--- config.mk ---
export PLATFORM = sky130hd
export DESIGN_NAME = lsu_controller
export DESIGN_NICKNAME = d
export VERILOG_FILES = /design/src/rtl/lsu_controller.sv
export SDC_FILE = /design/constraint.sdc
export NUM_CORES = 1
export LEC_CHECK = 0
export CAP_MARGIN = 20
export CORE_MARGIN = 10
export CORE_UTILIZATION = 39
export CTS_CLUSTER_SIZE = 20
export DETAILED_ROUTE_END_ITERATION = 7
export PLACE_DENSITY = 0.83
export SYNTH_ARGS = -nofsm -noshare
export SYNTH_HDL_FRONTEND = slang
export SYNTH_SLANG_ARGS = --single-unit
--- constraint.sdc ---
create_clock -name clk -period 1.7 [get_ports clk]
set_input_delay 0.425 -clock clk [delete_from_list [all_inputs] [get_ports clk]]
set_output_delay 0.425 -clock clk [all_outputs]
set_load 0.1 [all_outputs]
--- src/rtl/lsu_controller.sv ---
// Load/store sequencer: one access at a time on a req/gnt/rvalid data port, with lane
// steering, load extension and misalignment flagging. Define LSU_TIMEOUT_EN for the timeout abort.
module lsu_controller #(
   parameter int TIMEOUT_W      = 8,
   parameter int TIMEOUT_CYCLES = 200
) (
   input  logic        clk,
   input  logic        rst_n,
   input  logic        start,
   input  logic        mem_wr,
   input  logic [2:0]  rd_wr_mem,
   input  logic [31:0] addr,
   input  logic [31:0] wdata,
   output logic        stall,
   output logic        done,
   output logic [31:0] rdata_out,
   output logic        misalign_err,
   output logic        timeout_err,
   output logic        dmem_req,
   output logic        dmem_we,
   output logic [31:0] dmem_addr,
   output logic [3:0]  dmem_be,
   output logic [31:0] dmem_wdata,
   input  logic        dmem_gnt,
   input  logic        dmem_rvalid,
   input  logic [31:0] dmem_rdata,
   output logic [1:0]  dbg_state
);
   // Handshake: dmem_req stays high with stable dmem_* until the cycle dmem_gnt is seen;
   // load data is taken on dmem_rvalid in that grant cycle or any later WAIT cycle.
   typedef enum logic [1:0] {S_IDLE = 2'd0, S_REQ = 2'd1, S_WAIT = 2'd2, S_RESP = 2'd3} state_e;

   localparam logic [TIMEOUT_W-1:0] TMO_LAST = TIMEOUT_W'(TIMEOUT_CYCLES - 1);

   state_e      state_q, state_d;
   logic        we_q, mis_q, tmo_q;
   logic [2:0]  f3_q;
   logic [1:0]  off_q;
   logic [3:0]  be_q;
   logic [31:0] addr_q, wdata_q, rdata_q, rdata_d;
   logic        latch, illegal, capture, abort, timeout_hit;
   logic [3:0]  be_lane;
   logic [31:0] wdata_lane, shifted, load_ext;

   assign latch = (state_q == S_IDLE) && start;

   always_comb begin
      illegal = 1'b0;
      case (rd_wr_mem)
         3'd0, 3'd4: illegal = 1'b0;
         3'd1, 3'd5: illegal = addr[0];
         3'd2:       illegal = |addr[1:0];
         default:    illegal = 1'b1;
      endcase
      if (mem_wr && rd_wr_mem[2]) illegal = 1'b1;
   end

   always_comb begin
      be_lane    = 4'b1111;
      wdata_lane = wdata;
      case (rd_wr_mem[1:0])
         2'd0: begin
            be_lane    = 4'b0001 << addr[1:0];
            wdata_lane = {4{wdata[7:0]}};
         end
         2'd1: begin
            be_lane    = addr[1] ? 4'b1100 : 4'b0011;
            wdata_lane = {2{wdata[15:0]}};
         end
         default: ;
      endcase
   end

   always_comb begin
      shifted  = dmem_rdata >> {off_q, 3'b000};
      load_ext = shifted;
      case (f3_q)
         3'd0:    load_ext = {{24{shifted[7]}}, shifted[7:0]};
         3'd4:    load_ext = {24'b0, shifted[7:0]};
         3'd1:    load_ext = {{16{shifted[15]}}, shifted[15:0]};
         3'd5:    load_ext = {16'b0, shifted[15:0]};
         default: ;
      endcase
   end

`ifdef LSU_TIMEOUT_EN
   // Counter is zero in the first REQ cycle; the TIMEOUT_CYCLES-th REQ/WAIT cycle aborts.
   logic [TIMEOUT_W-1:0] tmo_cnt_q, tmo_cnt_d;

   always_comb begin
      tmo_cnt_d = tmo_cnt_q;
      if (state_q == S_IDLE)
         tmo_cnt_d = '0;
      else if (state_q == S_REQ || state_q == S_WAIT)
         tmo_cnt_d = tmo_cnt_q + 1'b1;
   end

   always_ff @(posedge clk or negedge rst_n) begin
      if (!rst_n) tmo_cnt_q <= '0;
      else        tmo_cnt_q <= tmo_cnt_d;
   end

   assign timeout_hit = (state_q == S_REQ || state_q == S_WAIT) && (tmo_cnt_q == TMO_LAST);
`else
   logic [TIMEOUT_W-1:0] cfg_unused;
   assign cfg_unused  = TMO_LAST;
   assign timeout_hit = 1'b0;
`endif

   always_ff @(posedge clk or negedge rst_n) begin
      if (!rst_n) state_q <= S_IDLE;
      else        state_q <= state_d;
   end

   always_comb begin
      state_d = state_q;
      capture = 1'b0;
      abort   = 1'b0;
      case (state_q)
         S_IDLE: if (start) state_d = illegal ? S_RESP : S_REQ;
         S_REQ: begin
            if (timeout_hit) begin
               abort   = 1'b1;
               state_d = S_RESP;
            end else if (dmem_gnt) begin
               if (we_q) begin
                  state_d = S_RESP;
               end else if (dmem_rvalid) begin
                  capture = 1'b1;
                  state_d = S_RESP;
               end else begin
                  state_d = S_WAIT;
               end
            end
         end
         S_WAIT: begin
            if (timeout_hit) begin
               abort   = 1'b1;
               state_d = S_RESP;
            end else if (dmem_rvalid) begin
               capture = 1'b1;
               state_d = S_RESP;
            end
         end
         S_RESP: state_d = S_IDLE;
         default: state_d = S_IDLE;
      endcase
   end

   always_comb begin
      rdata_d = rdata_q;
      if (abort)        rdata_d = '0;
      else if (capture) rdata_d = load_ext;
   end

   always_ff @(posedge clk or negedge rst_n) begin
      if (!rst_n) begin
         we_q    <= 1'b0;
         mis_q   <= 1'b0;
         tmo_q   <= 1'b0;
         f3_q    <= '0;
         off_q   <= '0;
         be_q    <= '0;
         addr_q  <= '0;
         wdata_q <= '0;
         rdata_q <= '0;
      end else begin
         if (latch) begin
            we_q    <= mem_wr;
            f3_q    <= rd_wr_mem;
            off_q   <= addr[1:0];
            addr_q  <= {addr[31:2], 2'b00};
            be_q    <= be_lane;
            wdata_q <= wdata_lane;
            mis_q   <= illegal;
            tmo_q   <= 1'b0;
         end
         if (abort) tmo_q <= 1'b1;
         rdata_q <= rdata_d;
      end
   end

   always_comb begin
      dmem_req     = (state_q == S_REQ);
      done         = (state_q == S_RESP);
      misalign_err = done & mis_q;
      timeout_err  = done & tmo_q;
      stall        = start & ~done;
      dmem_we      = we_q;
      dmem_addr    = addr_q;
      dmem_be      = be_q;
      dmem_wdata   = wdata_q;
      rdata_out    = rdata_q;
      dbg_state    = state_q;
   end

endmodule

==> run summary <==
The number of synthesized flops with an enable pin came out at 0. The period utilization is 111%. The core box area is 12700 um^2. The flow ran to the end, but the final reports show violations.

Among all flip-flop cells after synthesis, the most frequent one is sky130_fd_sc_hd__dfrtp_1. Setup repair after global routing could not meet its margin everywhere. The area added between synthesis and finish came out at 93.6%.

The worst path required time came out at 1.27 ns. The net total in the final layout came out at 843. In the routed design, unresolved DRC markers number 0.

The min-delay analysis places its worst path in the category in -> async. The root buffer cell chosen for the clock tree is sky130_fd_sc_hd__clkbuf_16. The clock tree from TritonCTS is built.

The ratio of cells with drive above 1 in the final layout is 42.5%. In this run, the number of DRC markers left after iteration 0 of detailed routing was 432. The worst setup slack for register-to-register paths came out at -0.17 ns. The final antenna-violating net count is 0. The final worst slack is -0.186 ns. In this run the deepest clock path goes through 2 buffers. In this run the count of I/O pins placed on the die edge is 213.

The arrival time at the worst endpoint is 1.46 ns. The CTS clock-pin slew for the worst setup and hold paths came out at 0.07 ns. Setup violations remaining at the end of the flow were counted as 48. At the end of routability-driven placement, the weighted congestion stood at 0.946. The number of distinct library cell variants in the gate-level netlist after synthesis is 36. The worst setup path is captured at an output port. Final hold analysis gives a worst-case slack of 0.472 ns. The peak clock frequency supported by timing is 0.530 GHz. In this run the tool buffered the top-level ports with 209 buffer cells. After synthesis, the cell types taking the most area are sky130_fd_sc_hd__dfrtp_1 53%, sky130_fd_sc_hd__mux2_2 12%, sky130_fd_sc_hd__mux2i_1 8.3%. Across the run, the number of max-cap violations was 0. After synthesis, flip-flops and latches occupy 53.0% of the total area.

In the routed layout, each cell is associated on average with a via count of 5.51. Summed over all instances, the cell type with the most area after synthesis is sky130_fd_sc_hd__dfrtp_1. The wire length of the first global-routing pass is 30500 um. The critical path starts at dbg_state[0]$_DFFE_PN0P_. The total number of clock tree sinks came out at 107. The startpoint identified for the worst register-to-register timing path is dbg_state[1]$_DFFE_PN0P_. The setup skew after layout is 0.00431 ns. The width of the die came out at 134 um.

The number of filler cells placed in the layout is 707. Each instance of the synthesized netlist takes up on average 10.7 um^2. Clock tree synthesis inserted a total of 9 buffers.

The kind of launch point of the worst setup path is a register. The final non-filler cell total is 910. The area taken by flip-flops and latches came out at 2690 um^2.

The count of warnings emitted by yosys is 0. The number of antenna violations at the first check in global routing is 0. The multi-input combinational cells in the finished layout cover a total of 2570 um^2. The accumulated negative setup slack came out at -4.96 ns. The floorplan step set the die height to 134 um. After synthesis the cells add up to 5050 um^2. The worst-path maximum fanout came out at 3.

The final reports fail on negative setup slack. The floorplan die area is 17900 um^2. The count of pins over their slew limit is 0. The synthesized instance count is 473. The clock insertion delay at the later pin of the skew report came out at 0.36 ns.

The number of cells after detailed placement is 871. The HPWL after detailed placement came out at 15500 um. The initial core utilization came out at 39.8%. The pin count of the biggest net entering global routing is 53. The transition at the pin with the smallest max-transition slack came out at 0.878 ns. The register bit total from synthesis is 107. The number of global-route vias before repair came out at 5361. The number of rows in the core area came out at 41. Counting flops with an async set or reset pin after synthesis yields a share of 100%. The remaining global-route overflow came out at 0.

Wires add up to 22300 um. The post-route minimum period came out at 1.89 ns. The synthesized design devotes to its leading area cell type 53.0% of total area. The normalized max-slew margin came out at 41.3%.

After detailed routing, the average wire length per cell comes to 24.5 um. The total routing resource utilization after global routing came out at 21.8%. The detailed router placed 5012 vias in this run. The number of hold-slack violations in the final timing report is 0. Before antenna repair, the detailed router went through 5 iterations. The clock tree synthesis step divided the H-tree into 3 levels. The critical setup path kind is reg -> out.
metal layers:
metal	GRT usage, %	share of wire (%)	wire length, um
met5	0	0	0
met4	6.71	2.7	592
met3	11.1	11	2550
met2	38.3	52	11600
met1	21.9	34	7600
critical path, cell delays in order (launching register included):
cell and delay (ns):
sky130_fd_sc_hd__dfrtp_4 0.49, sky130_fd_sc_hd__buf_6 0.13, sky130_fd_sc_hd__ha_4 0.17, sky130_fd_sc_hd__nor2b_4 0.13, sky130_fd_sc_hd__buf_12 0.18
cells in the final DEF (no fill, tap or decap), types with 3 or more instances in the layout:
| master | synthesis | routed |
|---|---|---|
| sky130_fd_sc_hd__o21ai_2 | 0 | 4 |
| sky130_fd_sc_hd__nand3_1 | 30 | 6 |
| sky130_fd_sc_hd__nand3_2 | 1 | 24 |
| sky130_fd_sc_hd__clkbuf_16 | 0 | 15 |
| sky130_fd_sc_hd__mux2_2 | 52 | 52 |
| sky130_fd_sc_hd__o21ai_1 | 0 | 10 |
| sky130_fd_sc_hd__inv_1 | 6 | 3 |
| sky130_fd_sc_hd__a21oi_2 | 0 | 6 |
| sky130_fd_sc_hd__nor2_1 | 36 | 34 |
| sky130_fd_sc_hd__o21ai_0 | 45 | 31 |
| sky130_fd_sc_hd__buf_6 | 1 | 12 |
| sky130_fd_sc_hd__mux2i_1 | 42 | 42 |
| sky130_fd_sc_hd__nand2_4 | 0 | 9 |
| sky130_fd_sc_hd__buf_4 | 4 | 39 |
| sky130_fd_sc_hd__and2_0 | 7 | 7 |
| sky130_fd_sc_hd__buf_12 | 0 | 117 |
| sky130_fd_sc_hd__clkdlybuf4s50_1 | 0 | 102 |
| sky130_fd_sc_hd__nand2_2 | 0 | 5 |
| sky130_fd_sc_hd__nand2b_1 | 3 | 3 |
| sky130_fd_sc_hd__a21oi_1 | 27 | 19 |
| sky130_fd_sc_hd__ha_4 | 0 | 3 |
| sky130_fd_sc_hd__nand2_1 | 56 | 42 |
| sky130_fd_sc_hd__nor2_2 | 1 | 3 |
| sky130_fd_sc_hd__conb_1 | 1 | 3 |
| sky130_fd_sc_hd__dfrtp_1 | 107 | 105 |
final cells by class:
| class | instances | share of cell area [%] |
|---|---|---|
| diodes | 1 | 0.0256 |
| clock inverters | 4 | 0.269 |
| flip-flops and latches | 107 | 27.5 |
| clock buffers | 11 | 2.59 |
| well taps | 172 | 2.20 |
| multi-input cells | 330 | 26.3 |
| repair buffers | 279 | 40.8 |
| inverters | 6 | 0.282 |
cell usage after synthesis, drive strengths merged (2+ instances only):
library cell  count
and2              8
o31ai             3
dfrtp           107
or2               2
mux2             52
nand2            56
buf              17
a21oi            27
nor2b             3
ha                5
inv               6
nand2b            3
o21ai            45
nand3            31
mux2i            42
clkbuf           15
o211ai            2
nor2             37
state kept, by name (all words and copies together), names as in the netlist:
name	count
dmem_we	1
dmem_be	4
dmem_wdata	32
off_q	2
f3_q	3
rdata_out	32
dbg_state	2
mis_q	1
dmem_addr	30
metrics by stage:
stage / util (%) / setup slack, ns / cell area, um^2
6_report: 77.1 / -0.186 / 9770
2_1_floorplan: - / -0.331 / 5160
5_1_grt: 77.1 / -0.229 / 9770
3_3_place_gp: 69.4 / -0.358 / 8790
4_1_cts: 73.1 / -0.189 / 9260
3_5_place_dp: 69.4 / -0.420 / 8790
cells by family after synthesis:
logic type,synth area share [%]
DFF,53.0
adders and majority gates,1.24
and+or+nand+nor,12.4
other,0.0743
AOI/OAI and AO/OA,9.27
muxes,20.5
buffers and inverters,3.47
worst paths after layout:
kind | end | depth (start not counted)
max | stall | 4
min | rdata_out[8]$_DFFE_PN0P_ | 2
max in group asynchronous | dbg_state[0]$_DFFE_PN0P_ | 3
max reg2reg | rdata_out[8]$_DFFE_PN0P_ | 9
min reg2reg | dmem_wdata[14]$_DFFE_PN0P_ | 2
min in group clk | dmem_wdata[14]$_DFFE_PN0P_ | 2
timing repair:
action | CTS | global route
buffers inserted | 11 | 7
hold buffers | 1 | 0
cloned | 1 | 6
resized for setup | 19 | 77
endpoints found under the hold margin | 12 | 0
pin swaps | 6 | 20
setup endpoints to repair | 27 | 44
Power is not shown: default switching activity piles up to over one toggle a cycle in this logic, so the estimate is an artifact.
